`config.mk`:
```
export PLATFORM = sky130hd
export DESIGN_NAME = spi_master_core
export DESIGN_NICKNAME = d
export VERILOG_FILES = /design/src/rtl/spi_master_core.sv
export SDC_FILE = /design/constraint.sdc
export NUM_CORES = 1
export LEC_CHECK = 0
export BUFFER_PORTS_ARGS = -buffer_cell sky130_fd_sc_hd__buf_4
export CORE_MARGIN = 5
export CORE_UTILIZATION = 50
export CTS_CLUSTER_DIAMETER = 200
export CTS_CLUSTER_SIZE = 14
export DETAILED_ROUTE_END_ITERATION = 8
export GPL_TIMING_DRIVEN = 0
export PLACE_DENSITY_LB_ADDON = 0.2
export SYNTH_ARGS = -nofsm -noshare
export SYNTH_HDL_FRONTEND = slang
export SYNTH_SLANG_ARGS = --single-unit
```
`constraint.sdc`:
```
create_clock -name clk_i -period 1.87 [get_ports clk_i]
set_input_delay 0 -clock clk_i [delete_from_list [all_inputs] [get_ports clk_i]]
set_output_delay 0 -clock clk_i [all_outputs]
set_load 0.02 [all_outputs]
```
`src/rtl/spi_master_core.sv`:
```
// Byte-oriented SPI master: one byte per chip-select frame, MSB first, full duplex.
// SCK polarity/phase, half-period length and minimum CS-high gap are parameters.
module spi_master_core #(
   parameter int unsigned CLKS_PER_HALF_BIT = 2,
   parameter bit          CPOL              = 1'b0,
   parameter bit          CPHA              = 1'b0,
   parameter int unsigned CS_INACTIVE_CLKS  = 1
) (
   input  logic       clk_i,
   input  logic       rst_i,
   input  logic       tx_dv_i,
   input  logic [7:0] tx_byte_i,
   output logic       tx_ready_o,
   output logic       rx_dv_o,
   output logic [7:0] rx_byte_o,
   output logic       sck_o,
   output logic       mosi_o,
   input  logic       miso_i,
   output logic       cs_o
);

   localparam int unsigned HW = (CLKS_PER_HALF_BIT > 1) ? $clog2(CLKS_PER_HALF_BIT) : 1;
   localparam int unsigned GW = (CS_INACTIVE_CLKS > 1) ? $clog2(CS_INACTIVE_CLKS) : 1;
   localparam logic [HW-1:0] H_LAST = HW'(CLKS_PER_HALF_BIT - 1);
   localparam logic [GW-1:0] G_LAST = GW'(CS_INACTIVE_CLKS - 1);

   localparam logic [2:0] StIdle  = 3'd0;
   localparam logic [2:0] StSetup = 3'd1;
   localparam logic [2:0] StXfer  = 3'd2;
   localparam logic [2:0] StHold  = 3'd3;
   localparam logic [2:0] StGap   = 3'd4;

   logic [2:0]    state_q, state_d;
   logic [HW-1:0] hcnt_q, hcnt_d;
   logic [GW-1:0] gcnt_q, gcnt_d;
   logic [4:0]    edge_cnt_q, edge_cnt_d;
   logic [7:0]    tx_sr_q, tx_sr_d;
   logic [7:0]    rx_sr_q, rx_sr_d;
   logic [7:0]    rx_byte_q, rx_byte_d;
   logic          rx_dv_q, rx_dv_d;
   logic          sck_q, sck_d;
   logic          mosi_q, mosi_d;
   logic          cs_q, cs_d;
   logic          leading;

   always_comb begin
      state_d    = state_q;
      hcnt_d     = hcnt_q;
      gcnt_d     = gcnt_q;
      edge_cnt_d = edge_cnt_q;
      tx_sr_d    = tx_sr_q;
      rx_sr_d    = rx_sr_q;
      rx_byte_d  = rx_byte_q;
      rx_dv_d    = 1'b0;
      sck_d      = sck_q;
      mosi_d     = mosi_q;
      cs_d       = cs_q;
      // Edge counter starts at 16, so an even count means the next edge is a leading one.
      leading    = ~edge_cnt_q[0];

      case (state_q)
         StIdle: begin
            if (tx_dv_i) begin
               state_d    = StSetup;
               cs_d       = 1'b0;
               hcnt_d     = H_LAST;
               edge_cnt_d = 5'd16;
               if (CPHA) begin
                  tx_sr_d = tx_byte_i;
                  mosi_d  = 1'b0;
               end else begin
                  tx_sr_d = {tx_byte_i[6:0], 1'b0};
                  mosi_d  = tx_byte_i[7];
               end
            end
         end
         StSetup, StXfer: begin
            if (hcnt_q == '0) begin
               hcnt_d     = H_LAST;
               sck_d      = ~sck_q;
               edge_cnt_d = edge_cnt_q - 5'd1;
               state_d    = (edge_cnt_q == 5'd1) ? StHold : StXfer;
               if (leading ^ CPHA) begin
                  rx_sr_d = {rx_sr_q[6:0], miso_i};
               end else if (edge_cnt_q != 5'd1) begin
                  // Final edge of a CPHA=0 frame is a shift edge with nothing left to shift.
                  mosi_d  = tx_sr_q[7];
                  tx_sr_d = {tx_sr_q[6:0], 1'b0};
               end
            end else begin
               hcnt_d = hcnt_q - HW'(1);
            end
         end
         StHold: begin
            if (hcnt_q == '0) begin
               state_d   = StGap;
               cs_d      = 1'b1;
               mosi_d    = 1'b0;
               rx_dv_d   = 1'b1;
               rx_byte_d = rx_sr_q;
               gcnt_d    = G_LAST;
            end else begin
               hcnt_d = hcnt_q - HW'(1);
            end
         end
         StGap: begin
            if (gcnt_q == '0) begin
               state_d = StIdle;
            end else begin
               gcnt_d = gcnt_q - GW'(1);
            end
         end
         default: state_d = StIdle;
      endcase
   end

   always_ff @(posedge clk_i or posedge rst_i) begin
      if (rst_i) begin
         state_q    <= StIdle;
         hcnt_q     <= '0;
         gcnt_q     <= '0;
         edge_cnt_q <= '0;
         tx_sr_q    <= '0;
         rx_sr_q    <= '0;
         rx_byte_q  <= '0;
         rx_dv_q    <= 1'b0;
         sck_q      <= CPOL;
         mosi_q     <= 1'b0;
         cs_q       <= 1'b1;
      end else begin
         state_q    <= state_d;
         hcnt_q     <= hcnt_d;
         gcnt_q     <= gcnt_d;
         edge_cnt_q <= edge_cnt_d;
         tx_sr_q    <= tx_sr_d;
         rx_sr_q    <= rx_sr_d;
         rx_byte_q  <= rx_byte_d;
         rx_dv_q    <= rx_dv_d;
         sck_q      <= sck_d;
         mosi_q     <= mosi_d;
         cs_q       <= cs_d;
      end
   end

   assign tx_ready_o = (state_q == StIdle);
   assign rx_dv_o    = rx_dv_q;
   assign rx_byte_o  = rx_byte_q;
   assign sck_o      = sck_q;
   assign mosi_o     = mosi_q;
   assign cs_o       = cs_q;

endmodule
```
Yosys cells after proc, flatten, opt, wreduce, memory -nomap -nowiden
Cells that the tools add are included.
- $add $sub $neg: 3
- equality and inequality tests: 12
- mux-type cells: 31
- bitwise operators: 3
- reduce and logical (&&, ||, !) cells: 16
- operator list (cell ; count):
    8-bit 2-to-1 mux ; 4
    8-bit one-hot mux with 2 select lines ; 1
    1-bit 2-to-1 mux ; 14
    3-bit 2-to-1 mux ; 4
    2-bit != test, second input constant ; 6
    3-bit one-hot mux with 4 select lines ; 1
    5-bit 2-to-1 mux ; 2
    5-bit one-hot mux with 2 select lines ; 1
    3-bit AND reduction ; 3
    2-bit AND reduction ; 4
    3-bit by 2-bit equality test with 1-bit output, second input constant ; 2
    1-bit one-hot mux with 3 select lines ; 2
    6-bit AND reduction ; 1
    2-bit nonzero test ; 3
    5-bit by 1-bit equality test with 1-bit output, second input constant ; 1
    5-bit by 1-bit != test with 1-bit output, second input constant ; 1
    5-bit AND reduction ; 1
    5-bit by 1-bit subtractor with 5-bit output, second input constant ; 1
    1-bit one-hot mux with 2 select lines ; 2
    4-bit AND reduction ; 1
    3-bit by 1-bit equality test with 1-bit output, second input constant ; 1
    3-bit equality test, second input constant ; 1
    3-bit logical NOT ; 1
    1-bit inverter ; 3
    3 further kinds ; 4
- register bits after elaboration: 38
- output and inout port bits: 13

Longest topological paths before layout
- depth in word-level cells: 5
- gate-level depth with buffers: 6

Worst setup path before layout
No wires, ideal clock.
- path type: register to register
- start: register edge_cnt_q[0]
- end: register tx_sr_q[2]
- library setup time: 0.133 ns
- arrival time: 1.517 ns
- path slack: 0.220 ns
- cell stages (with the launch flop): 6
- path buffers: 0
- clock period less this slack: 1.650 ns
- cells stage by stage: dfrtp_1 > ha_1 > or4b_1 > nand2_1 > a211oi_4 > a2bb2oi_1
- cells in the longest elaborated chain, start to end: 3
- elaborated cells between the ends (all ways): 4
- ends and longest elaborated chain (element ; line ; RTL):
    start: declaration ; 36 ; logic [4:0] edge_cnt_q, edge_cnt_d;
    start signal: assignment ; 134 ; edge_cnt_q <= edge_cnt_d;
    5-bit by 1-bit != test with 1-bit output ; 85 ; end else if (edge_cnt_q != 5'd1) begin
    2-bit != test (no line) ; n/a ;
    5-bit AND reduction (no line) * ; n/a ;
    end signal: assignment ; 135 ; tx_sr_q <= tx_sr_d;
    end: declaration ; 37 ; logic [7:0] tx_sr_q, tx_sr_d;
Every way passes the cells marked *; elsewhere a longest branch is shown, timed or not.
A chain may end at the register's enable or synchronous reset.

Final worst setup path
- start: register edge_cnt_q[0]
- end: register tx_sr_q[4]
Same word-level chain as after synthesis.

==> run_results.csv <==
group,metric,value,unit
clock_network,tritoncts,"done",
worst_setup_path,r2r_end,"tx_sr_q[4]",
placed_design,post-place-ws,10.63,ps
worst_setup_path,endpoint_kind,"flip-flop",
power,p_per_area,1947,nW/um2
placed_design,routabilityCongestion,0.7576,
worst_setup_path,crit_path_start,"edge_cnt_q[0]",
hold_path,whs_path_depth,3,
floorplan,dieHeight,68.60,um
floorplan,rows,21,
clock_network,cts_setup_buffers,0,
grt,grt_max_degree,37,
worst_setup_path,crit-reg2reg-launch,"edge_cnt_q[0]",
floorplan,initial_core_util,51.44,%
logic_synthesis,ys_ff_latch,36,
timing,setup_tns,0,ps
timing,final_max_slew_viol_count,0,
clock_network,clk_pin_slew_worst_paths,110,ps
timing,finalSetupViolations,0,
worst_setup_path,crit_fanout,6,
final_layout,final_cells,222,
power,power_leakage,0.9118,nW
power,peakVddDrop,0.9084,mV
clock_network,worstSkewPairLatency,340,ps
final_layout,final_cell_mix,"dfrtp_1, buf_4, mux2_2, dlygate4sd3_1",
routing,wl,3.365,mm
logic_synthesis,synth-async-reset-ratio,100.0,%
timing,rsz0062_at_grt,"no",
logic_synthesis,avgSynthCellArea,12.62,um2
timing,relSlewSlack,50.14,%
floorplan,core,3337,um2
floorplan,ioPinCount,25,
power,p_total,4.094,mW
placed_design,dp_hpwl,2.146,mm
timing,worst_pin_slew,746.8,ps
floorplan,die_w,68.60,um
routing,dr.pass1.iters,4,
routing,wl_per_cell,15.16,um
final_layout,fin_nets,190,
logic_synthesis,yosysUniqueCellTypes,40,
routing,viasPerCell,5.347,
final_layout,nFillCells,286,
logic_synthesis,syn_nets,150,
clock_network,cts_made_buffers,5,
grt,grt_pass1_vias,1229,
worst_setup_path,arrival,2030,ps
routing,drtIter0Drc,62,
final_layout,final_common_cell,"dfrtp_1",
routing,ant_nets,0,
hold_path,hold_end,"tx_sr_q[7]",
logic_synthesis,synth_edf_count,0,
clock_network,h-tree-depth,2,
grt,grt_pass1_wl,5.678,mm
logic_synthesis,syn-cell-area,1717,um2
hold_path,worstHoldStart,"tx_byte_i[6]",
logic_synthesis,ys.flop_type,"dfrtp_1",
timing,timing.final.crit_share,94.16,%
placed_design,post-place-cells,206,
logic_synthesis,synth.largest_area_cell,"dfrtp_1",
timing,fmax,567.9,MHz
timing,hold_viol_final,0,
clock_network,cts.sinks,36,
hold_path,hold_class,"in -> reg",
routing,route.detailed.drc,0,
timing,fin_crit,1761,ps
worst_setup_path,rr_worst_depth,5,
logic_synthesis,synthCells,136,
timing,fin_ws,109.3,ps
final_layout,drive_gt1_share,38.64,%
final_layout,antenna_cells,0,
clock_network,clk_path_buf_depth,2,
run_status,status,"completed",
placed_design,port-buffer-count,24,
timing,finClkSkew,6.464,ps
routing,route.vias.total,1187,
clock_network,cts_root_buf,"clkbuf_4",
worst_setup_path,regToRegSetupSlack,110,ps
grt,grt-ovfl-total,0,
final_layout,area_delta_synth_final,22.45,%
worst_setup_path,crit_required,2140,ps
logic_synthesis,yosysSeqAreaShare,52.55,%
timing,hold_ws,13.95,ps
worst_setup_path,critPathKind,"reg -> reg",
flow_run,cap_violations,0,
worst_setup_path,startpoint_type,"flip-flop",
logic_synthesis,ys_warn_count,0,
grt,antenna_found_initial,0,
logic_synthesis,synth_top_area_share,51.02,%
logic_synthesis,synth.area.top_cells,"dfrtp_1, mux2_2, a2bb2oi_1",
grt,grt_usage,16.72,%
floorplan,die_area,4705,um2
## registers in the layout (all words and copies together) (netlist names), 3 cells and up
register and flops:
edge_cnt_q 5, rx_byte_o 8, rx_sr_q 8, state_q 3, tx_sr_q 7
## worst max path at each step
stage / end / slack (ps) / cells after the start
after floorplan: tx_sr_q[2] / 220 / 5
after detailed placement: tx_sr_q[7] / 10 / 5
after CTS: tx_sr_q[7] / 80 / 5
after global placement: tx_sr_q[4] / 40 / 5
after global routing: tx_sr_q[5] / 10 / 6
final: tx_sr_q[4] / 110 / 5
## critical path: stages, from the launching register on
cell and delay (ps):
dfrtp_2 480, ha_1 160, or4b_4 470, nand4b_1 270, o22ai_1 140, a2bb2oi_1 170
## through the flow
step	area, um2	util (%)
after global placement	1954	58.57
after CTS	2082	62.39
after global routing	2102	62.99
after floorplan	1717	-
after detailed placement	1954	58.57
final	2102	62.99
## kinds of logic after synthesis
logic type	after synthesis	share of synthesized area [%]
muxes	17	11.08
adders and majority gates	2	1.457
DFF	36	52.55
and+or+nand+nor	34	12.68
xor gates and xnor gates	4	4.228
AOI/OAI and AO/OA	33	14.80
buffers and inverters	10	3.207
## layout make-up
type	count	area, um2	share of cell area, %
Buffer	5	36.28	1.726
Timing Repair Buffer	33	270.3	12.86
Multi-Input combinational cell	90	769.5	36.61
Clock buffer	6	41.29	1.964
Clock inverter	1	5.005	0.2381
Inverter	5	18.77	0.8929
Sequential cell	36	903.4	42.98
Tap cell	46	57.56	2.738
## Yosys cell counts, types with 2 or more instances
master and instances:
nand2_4 2, or2_2 2, nor2_2 2, o22ai_1 6
buf_2 2, dfrtp_1 35, buf_6 2, nor3_1 6
a2bb2oi_1 6, o31ai_1 2, a21oi_1 3, xnor2_1 2
o21bai_1 2, ha_1 2, nand2_1 6, nor2b_1 2
mux2_2 16, o21ai_0 6, inv_1 5, nand2b_1 2
nor2_1 6
## report_power, final
| part | switching, mW | total [mW] | internal (mW) |
|---|---|---|---|
| combinational | 1.19 | 2.27 | 1.08 |
| sequential | 0.260 | 1.43 | 1.17 |
| clock | 0.260 | 0.399 | 0.139 |
## routing by layer
layer  track usage, %  vias up  share of wire (%)
met5                0        -                  0
met4            8.933        0                1.5
met3            3.890        5                3.7
met2            25.51       24                 48
met1            21.96      589                 46
li1                 -      569                  -
## timing repair
item / 4_1_cts / 5_1_grt
hold endpoints to repair: 10 / 35
resized for setup: 1 / 2
setup endpoints to repair: 2 / 5
pin swaps: 0 / 3
hold buffers: 8 / 1
No activity file was read; power rests on OpenSTA's default activity.
